--- src/rtl/icache_port_arbiter.sv ---
// icache_port_arbiter: shares the ICache request port between instruction fetches and CACHE ops,
// drains fetches before an op and drops responses of flushed fetches. Stats: ICACHE_ARB_STATS_EN.
module icache_port_arbiter #(
   parameter int unsigned MAX_OUTSTANDING = 2
) (
   input  logic        clk,
   input  logic        resetn,
   input  logic        fetch_req,
   input  logic [7:0]  fetch_index,
   input  logic [3:0]  fetch_offset,
   output logic        fetch_addr_ok,
   output logic        fetch_data_ok,
   output logic [31:0] fetch_rdata,
   input  logic        flush,
   input  logic        cop_req,
   input  logic [7:0]  cop_index,
   input  logic [2:0]  cop_op,
   output logic        cop_addr_ok,
   output logic        cop_done,
   output logic        icache_req,
   output logic        icache_is_op,
   output logic [7:0]  icache_index,
   output logic [3:0]  icache_offset,
   output logic [2:0]  icache_op,
   input  logic        icache_addr_ok,
   input  logic        icache_data_ok,
   input  logic [31:0] icache_rdata,
   output logic [31:0] stat_fetch_grants,
   output logic [31:0] stat_cop_stall,
   output logic [1:0]  dbg_state
);

   // Handshake: a request transfers in the cycle icache_req & icache_addr_ok; a response
   // or op completion is the single cycle icache_data_ok is high. Nothing is held back.
   typedef enum logic [1:0] {
      IDLE     = 2'd0,
      FETCH    = 2'd1,
      DRAIN    = 2'd2,
      COP_WAIT = 2'd3
   } state_e;

   state_e     state_q, state_d;
   logic [1:0] outst_q, outst_d;
   logic [1:0] discard_q, discard_d;
   logic       room;
   logic       drive_fetch, drive_op;
   logic       fetch_acc, cop_acc, resp;

   assign room = 32'(outst_q) < MAX_OUTSTANDING;

   always_comb begin
      drive_fetch = 1'b0;
      drive_op    = 1'b0;
      case (state_q)
         IDLE: begin
            drive_op    = cop_req;
            drive_fetch = fetch_req & ~cop_req;
         end
         FETCH:   drive_fetch = fetch_req & ~cop_req & room;
         DRAIN:   drive_op    = cop_req & (outst_q == 2'd0) & (discard_q == 2'd0);
         default: ;
      endcase
      drive_fetch = drive_fetch & resetn;
      drive_op    = drive_op & resetn;
   end

   assign fetch_acc = drive_fetch & icache_addr_ok;
   assign cop_acc   = drive_op & icache_addr_ok;
   // Only fetch responses that some accepted request is still waiting for count.
   assign resp      = resetn & icache_data_ok & (state_q != COP_WAIT) & (outst_q != 2'd0);

   always_comb begin
      outst_d   = outst_q + {1'b0, fetch_acc} - {1'b0, resp};
      discard_d = discard_q;
      if (flush) begin
         discard_d = outst_d;
      end else if (resp && (discard_q != 2'd0)) begin
         discard_d = discard_q - 2'd1;
      end
      state_d = state_q;
      case (state_q)
         IDLE: begin
            if (cop_acc)        state_d = COP_WAIT;
            else if (fetch_acc) state_d = FETCH;
         end
         FETCH: begin
            if (cop_req)                state_d = DRAIN;
            else if (outst_d == 2'd0)   state_d = IDLE;
         end
         DRAIN:    if (cop_acc) state_d = COP_WAIT;
         COP_WAIT: if (icache_data_ok) state_d = IDLE;
         default:  state_d = IDLE;
      endcase
   end

   always_ff @(posedge clk or negedge resetn) begin
      if (!resetn) begin
         state_q   <= IDLE;
         outst_q   <= 2'd0;
         discard_q <= 2'd0;
      end else begin
         state_q   <= state_d;
         outst_q   <= outst_d;
         discard_q <= discard_d;
      end
   end

   assign icache_req    = drive_fetch | drive_op;
   assign icache_is_op  = drive_op;
   assign icache_index  = drive_op ? cop_index : (drive_fetch ? fetch_index : 8'd0);
   assign icache_offset = drive_fetch ? fetch_offset : 4'd0;
   assign icache_op     = drive_op ? cop_op : 3'd0;
   assign fetch_addr_ok = fetch_acc;
   assign cop_addr_ok   = cop_acc;
   assign fetch_data_ok = resp & (discard_q == 2'd0) & ~flush;
   assign fetch_rdata   = resetn ? icache_rdata : 32'd0;
   assign cop_done      = resetn & (state_q == COP_WAIT) & icache_data_ok;
   assign dbg_state     = state_q;

`ifdef ICACHE_ARB_STATS_EN
   logic [31:0] stat_fetch_grants_q, stat_fetch_grants_d;
   logic [31:0] stat_cop_stall_q, stat_cop_stall_d;

   always_comb begin
      stat_fetch_grants_d = stat_fetch_grants_q + {31'd0, fetch_acc};
      stat_cop_stall_d    = stat_cop_stall_q + {31'd0, cop_req & ~cop_acc};
   end

   always_ff @(posedge clk or negedge resetn) begin
      if (!resetn) begin
         stat_fetch_grants_q <= 32'd0;
         stat_cop_stall_q    <= 32'd0;
      end else begin
         stat_fetch_grants_q <= stat_fetch_grants_d;
         stat_cop_stall_q    <= stat_cop_stall_d;
      end
   end

   assign stat_fetch_grants = stat_fetch_grants_q;
   assign stat_cop_stall    = stat_cop_stall_q;
`else
   assign stat_fetch_grants = 32'd0;
   assign stat_cop_stall    = 32'd0;
`endif

endmodule

--- config.mk ---
export PLATFORM = sky130hd
export DESIGN_NAME = icache_port_arbiter
export DESIGN_NICKNAME = d
export VERILOG_FILES = /design/src/rtl/icache_port_arbiter.sv
export SDC_FILE = /design/constraint.sdc
export NUM_CORES = 1
export LEC_CHECK = 0
export ABC_AREA = 1
export CORE_MARGIN = 4
export CORE_UTILIZATION = 24
export CTS_CLUSTER_SIZE = 14
export DETAILED_ROUTE_END_ITERATION = 12
export PLACE_DENSITY = 0.78
export SETUP_SLACK_MARGIN = 0.05
export SYNTH_ARGS = -nofsm -noshare
export SYNTH_HDL_FRONTEND = slang
export SYNTH_SLANG_ARGS = --single-unit
export TNS_END_PERCENT = 20
--- constraint.sdc ---
create_clock -name clk -period 1.57 [get_ports clk]
set_input_delay 0.314 -clock clk [delete_from_list [all_inputs] [get_ports clk]]
set_output_delay 0.314 -clock clk [all_outputs]
set_load 0.02 [all_outputs]
; ---- Word level (Yosys, flattened, before mapping)
; Cells that the tools add are included.
[totals]
ff_bits = 6
ramBits = 0
output_inout_bits = 119
latch_bits = 0
mem_bits_ro = 0
memories = 0
[classes]
bitwise_logic = 18
mul = 0
shifts = 0
muxes = 16
eq_ne = 8
div = 0
n_lt_le_gt_ge = 1
reduce_logical = 9
addsub = 3
[ops]
columns = cell, n
row1 = 32-bit 2-to-1 mux, 1
row2 = 2-bit 2-to-1 mux, 8
row3 = 8-bit 2-to-1 mux, 2
row4 = 1-bit AND, 15
row5 = 2-bit zero test, 4
row6 = 2-bit case mux with 4 select lines, 1
row7 = "2-bit inequality test, second input constant", 3
row8 = "3-bit inequality test, second input constant", 2
row9 = 2-bit nonzero test, 3
row10 = "2-bit == test, second input constant", 2
row11 = 4-bit 2-to-1 mux, 1
row12 = 1-bit case mux with 2 select lines, 2
row13 = 4-bit AND reduction, 1
row14 = 3-bit 2-to-1 mux, 1
row15 = 2-bit by 1-bit adder with 2-bit output, 1
row16 = "2-bit by 1-bit == test with 1-bit output, second input constant", 1
row17 = "2-bit < comparator, second input constant", 1
row18 = 1-bit inverter, 2
row19 = 2-bit by 1-bit subtractor with 2-bit output, 1
row20 = "2-bit by 1-bit subtractor with 2-bit output, second input constant", 1
row21 = 1-bit logical AND, 1
row22 = 1-bit OR, 1

; ---- Depth between registers and ports, before layout
[logic_depth]
ltp_word = 12
ltp_mapped = 13
depth_no_buf = 12

; ---- Worst setup path after synthesis
; No wires, ideal clock.
[synth_path]
kind = reg2reg
from = register state_q[0], in the netlist dbg_state[0]
to = register state_q[0], in the netlist dbg_state[0]
stages_incl_launch_ff = 12
t_arrival_ns = 1.742
path_buffers = 0
setup_slack_ns = -0.285
required_ns = 1.457
path_cell_list = dfrtp_1 -> nand2_1 -> nor3b_4 -> ha_1 -> inv_1 -> ha_1 -> inv_1 -> nand3_1 -> nand2_1 -> nand3_1 -> nand2_1 -> inv_1
[synth_between]
elab_chain_len = 9
word_cells_on_any_way = 23
[synth_rtl]
columns = element, line
row1 = start: declaration, 42  ; state_e state_q, state_d;
row2 = start signal: assignment, 102  ; state_q <= state_d;
row3 = 2-bit by 1-bit == test with 1-bit output or 2-bit zero test (tied branches), 54  ; case (state_q)
row4 = 1-bit case mux with 2 select lines, 54
row5 = 1-bit AND, 63  ; drive_fetch = drive_fetch & resetn;
row6 = 1-bit AND, 67  ; assign fetch_acc = drive_fetch & icache_addr_ok;
row7 = 2-bit by 1-bit adder with 2-bit output, 73  ; outst_d = outst_q + {1'b0, fetch_acc} - {1'b0, resp};
row8 = 2-bit by 1-bit subtractor with 2-bit output *, 73
row9 = net outst_d[0], 43  ; logic [1:0] outst_q, outst_d;
row10 = 2-bit zero test *, 88  ; else if (outst_d == 2'd0) state_d = IDLE;
row11 = 3-bit inequality test (no source line) *, n/a
row12 = 4-bit AND reduction (no source line) *, n/a
; Mark *: on every way through the listed nets, which the timed path passes. The rest lies on a longest branch.
; A chain may end at the register's enable or synchronous reset.

; ---- Worst setup path in the final report
; Ends and elaborated chain as after synthesis.

==> impl_metrics.py <==
metrics = {
    "yosys": {
        "netlist_instances": 252,
        "synthesis.area_mm2": 0.00142,
        "synth.top_cells.by_area": "buf_4 (34%), inv_1 (17%), nand2_1 (16%), dfrtp_1 (11%), nor2_1 (4.2%)",
        "yosys_warnings": 0,
        "avgSynthCellArea_um2": 5.64,
        "synth_largest_area_cell": "buf_4",
        "synth_cell_types": 23,
        "synth_top_area_share": 0.344,
        "synth_seq_cells": 6,
        "seq_area_frac_synth": 0.106,
    },
    "cts": {
        "clk_latency_ns": 0.22,
        "clkTransAtPathRegs_ns": 0.04,
        "cts_buffer_depth": 2,
        "cts_tree": "yes",
        "cts_inserted_buffers": 3,
        "numClockSinks": 6,
        "clockRootBuffer": "clkbuf_8",
        "htree_levels": 1,
    },
    "setup_path": {
        "path_cells": "buf_6, nand2_4, nor3b_4, buf_4, ha_4, inv_2, ha_4, inv_2, nand3_2, nand2_2, nand3_2, nand2_1, inv_1",
        "end_kind": "flip-flop",
        "cp_max_fo": 3,
        "r2r_cells": 13,
        "worst_path_max_delay_cell": "dfrtp_2",
        "cp.arrival_ns": 1.96,
        "worst_ep_required_time_ns": 1.69,
        "path_class": "flip-flop to flip-flop",
        "start_kind": "flip-flop",
        "slowest_delay_ns": 0.43,
    },
    "outcome": {
        "failed_checks": "negative setup slack",
        "run_status": "finished with violations",
    },
    "power_and_ir_drop": {
        "powerDensity_mw_per_mm2": 897,
        "power.leakage_nw": 1.64,
        "max-vdd-ir-drop_mv": 0.655,
        "power.total_mw": 2.49,
    },
    "route": {
        "wire_per_inst_um": 10.3,
        "drt-vias-per-instance": 3.70,
        "dr.pass1.iters": 4,
        "first_iter_violations": 18,
        "drt-total-wl_um": 4780,
        "drc_errors": 0,
        "detail-route-antenna-nets": 0,
        "via_count": 1725,
    },
    "layout": {
        "finalInstanceArea_mm2": 0.00277,
        "final_common_cell": "conb_1",
        "final_util": 0.494,
        "instances_no_fill": 466,
        "fin_nets": 460,
        "n_antenna_cell": 0,
        "final_cell_mix": "conb_1 (64), inv_1 (60), clkdlybuf4s50_1 (57), nand2_1 (54), buf_4 (34)",
        "final_layout_size_suffix_gt1_frac": 0.315,
        "nFillCells": 563,
        "area_delta_synth_final_pct": 95.1,
    },
    "timing": {
        "setup_violations": 25,
        "fin_crit_sh": 1.17,
        "fmax_mhz": 542,
        "setup_ws_ns": -0.273,
        "final-hold-violation-count": 0,
        "fin_crit_ns": 1.84,
        "grt_setup_unrepaired": "true",
        "slew_violations": 0,
        "clock_skew_ns": 0.00325,
        "worst_hold_slack_ns": 0.109,
    },
    "place": {
        "gp_congestion": 0.780,
        "placement.io_buffers": 116,
        "dp_hpwl_um": 4010,
        "placed_cell_area_mm2": 0.00260,
        "dpl.cell_count": 456,
    },
    "floorplanning": {
        "start_util": 0.253,
        "die_area_mm2": 0.00721,
        "boundaryPins": 181,
        "chipWidth_um": 84.9,
        "fp-row-count": 27,
        "fp.coreArea_mm2": 0.00561,
        "die_h_um": 84.9,
    },
    "grt": {
        "grt_pass1_wl_um": 7110,
        "grt_start_max_net_pins": 39,
        "gr-total-overflow": 0,
        "track_usage": 0.120,
        "grt_pass1_vias": 1597,
        "antenna_found_initial": 0,
    },
    "hold_path": {
        "hp-class": "primary input to async pin",
    },
    "job": {
        "drv_cap": 0,
    },
}
## sequential cells by signal (all words and copies together), names as in the netlist
signal / count
outst_q: 2
dbg_state: 2
discard_q: 2
## synth_stat cells (all sizes together)
cell    number
buf         66
inv         66
nand2       64
nor2        18
o21ai       10
nand3        7
dfrtp        6
a21oi        3
clkbuf       3
ha           3
nand4        2
clkinv       1
conb         1
nor3         1
nor3b        1
## critical path: cells and delay by family, from the launching register on
kind | cells | cell delay (ns)
simple gates | 6 | 0.50
flops | 1 | 0.43
buf+inv | 5 | 0.42
fa+ha+maj | 2 | 0.38
## worst paths after layout
| kind | start | slack (ns) | end |
|---|---|---|---|
| setup / recovery | dbg_state[0] | -0.27 | dbg_state[0] |
| hold / removal | resetn | 0.11 | dbg_state[0] |
| setup reg to reg | dbg_state[0] | -0.27 | dbg_state[0] |
| hold reg to reg | discard_q[0] | 0.62 | discard_q[0] |
| max in group asynchronous | resetn | 1.30 | dbg_state[1] |
| min in group clk | discard_q[0] | 0.62 | discard_q[0] |
## cell type report
class	count	area, µm²	area share
clock buffers	4	45.0	0.0163
inverters	67	254	0.0917
multi-input cells	173	882	0.318
flip-flops and latches	6	153	0.0551
well taps	72	90.1	0.0325
repair buffers	143	1340	0.483
repair inverters	1	7.51	0.00271
## cells by family (layout without fill, tap and decap cells)
family                     Yosys count  count (layout)  share of synthesized area
buffers and inverters              136             215                      0.532
and+or+nand+nor                     93              93                      0.285
AOI/OAI and AO/OA                   13              13                     0.0485
DFF                                  6               6                      0.106
adders and majority gates            3               3                     0.0264
other                                1              64                    0.00264
## repair_timing
action | in CTS | in global routing
buffers inserted | 5 | 0
endpoints found under the setup margin | 61 | 60
pin swaps | 11 | 6
gates resized for setup | 229 | 28
hold buffers | 0 | 0
cloned | 1 | 0
## power by group
group,internal (mW),switching [mW],leakage (nW),total (mW)
combinational,0.893,1.04,1.55,1.94
clock,0.175,0.0736,0.0228,0.249
sequential,0.239,0.0627,0.0706,0.301
total,1.31,1.18,1.64,2.49
## layer usage
layer	GRT usage	up-vias	wire [µm]
met2	0.226	111	2490
li1	-	874	-
met1	0.122	736	1630
met3	0.0476	4	622
met4	0.0302	0	38
met5	0	-	0
## stage by stage
stage / setup TNS (ns) / setup WS (ns)
floorplan: -0.647 / -0.162
global placement: -42.18 / -0.792
detailed placement: -44.19 / -0.840
CTS: -4.79 / -0.278
global route: -6.68 / -0.383
finish: -4.51 / -0.273
No activity file was read; power rests on OpenSTA's default activity.
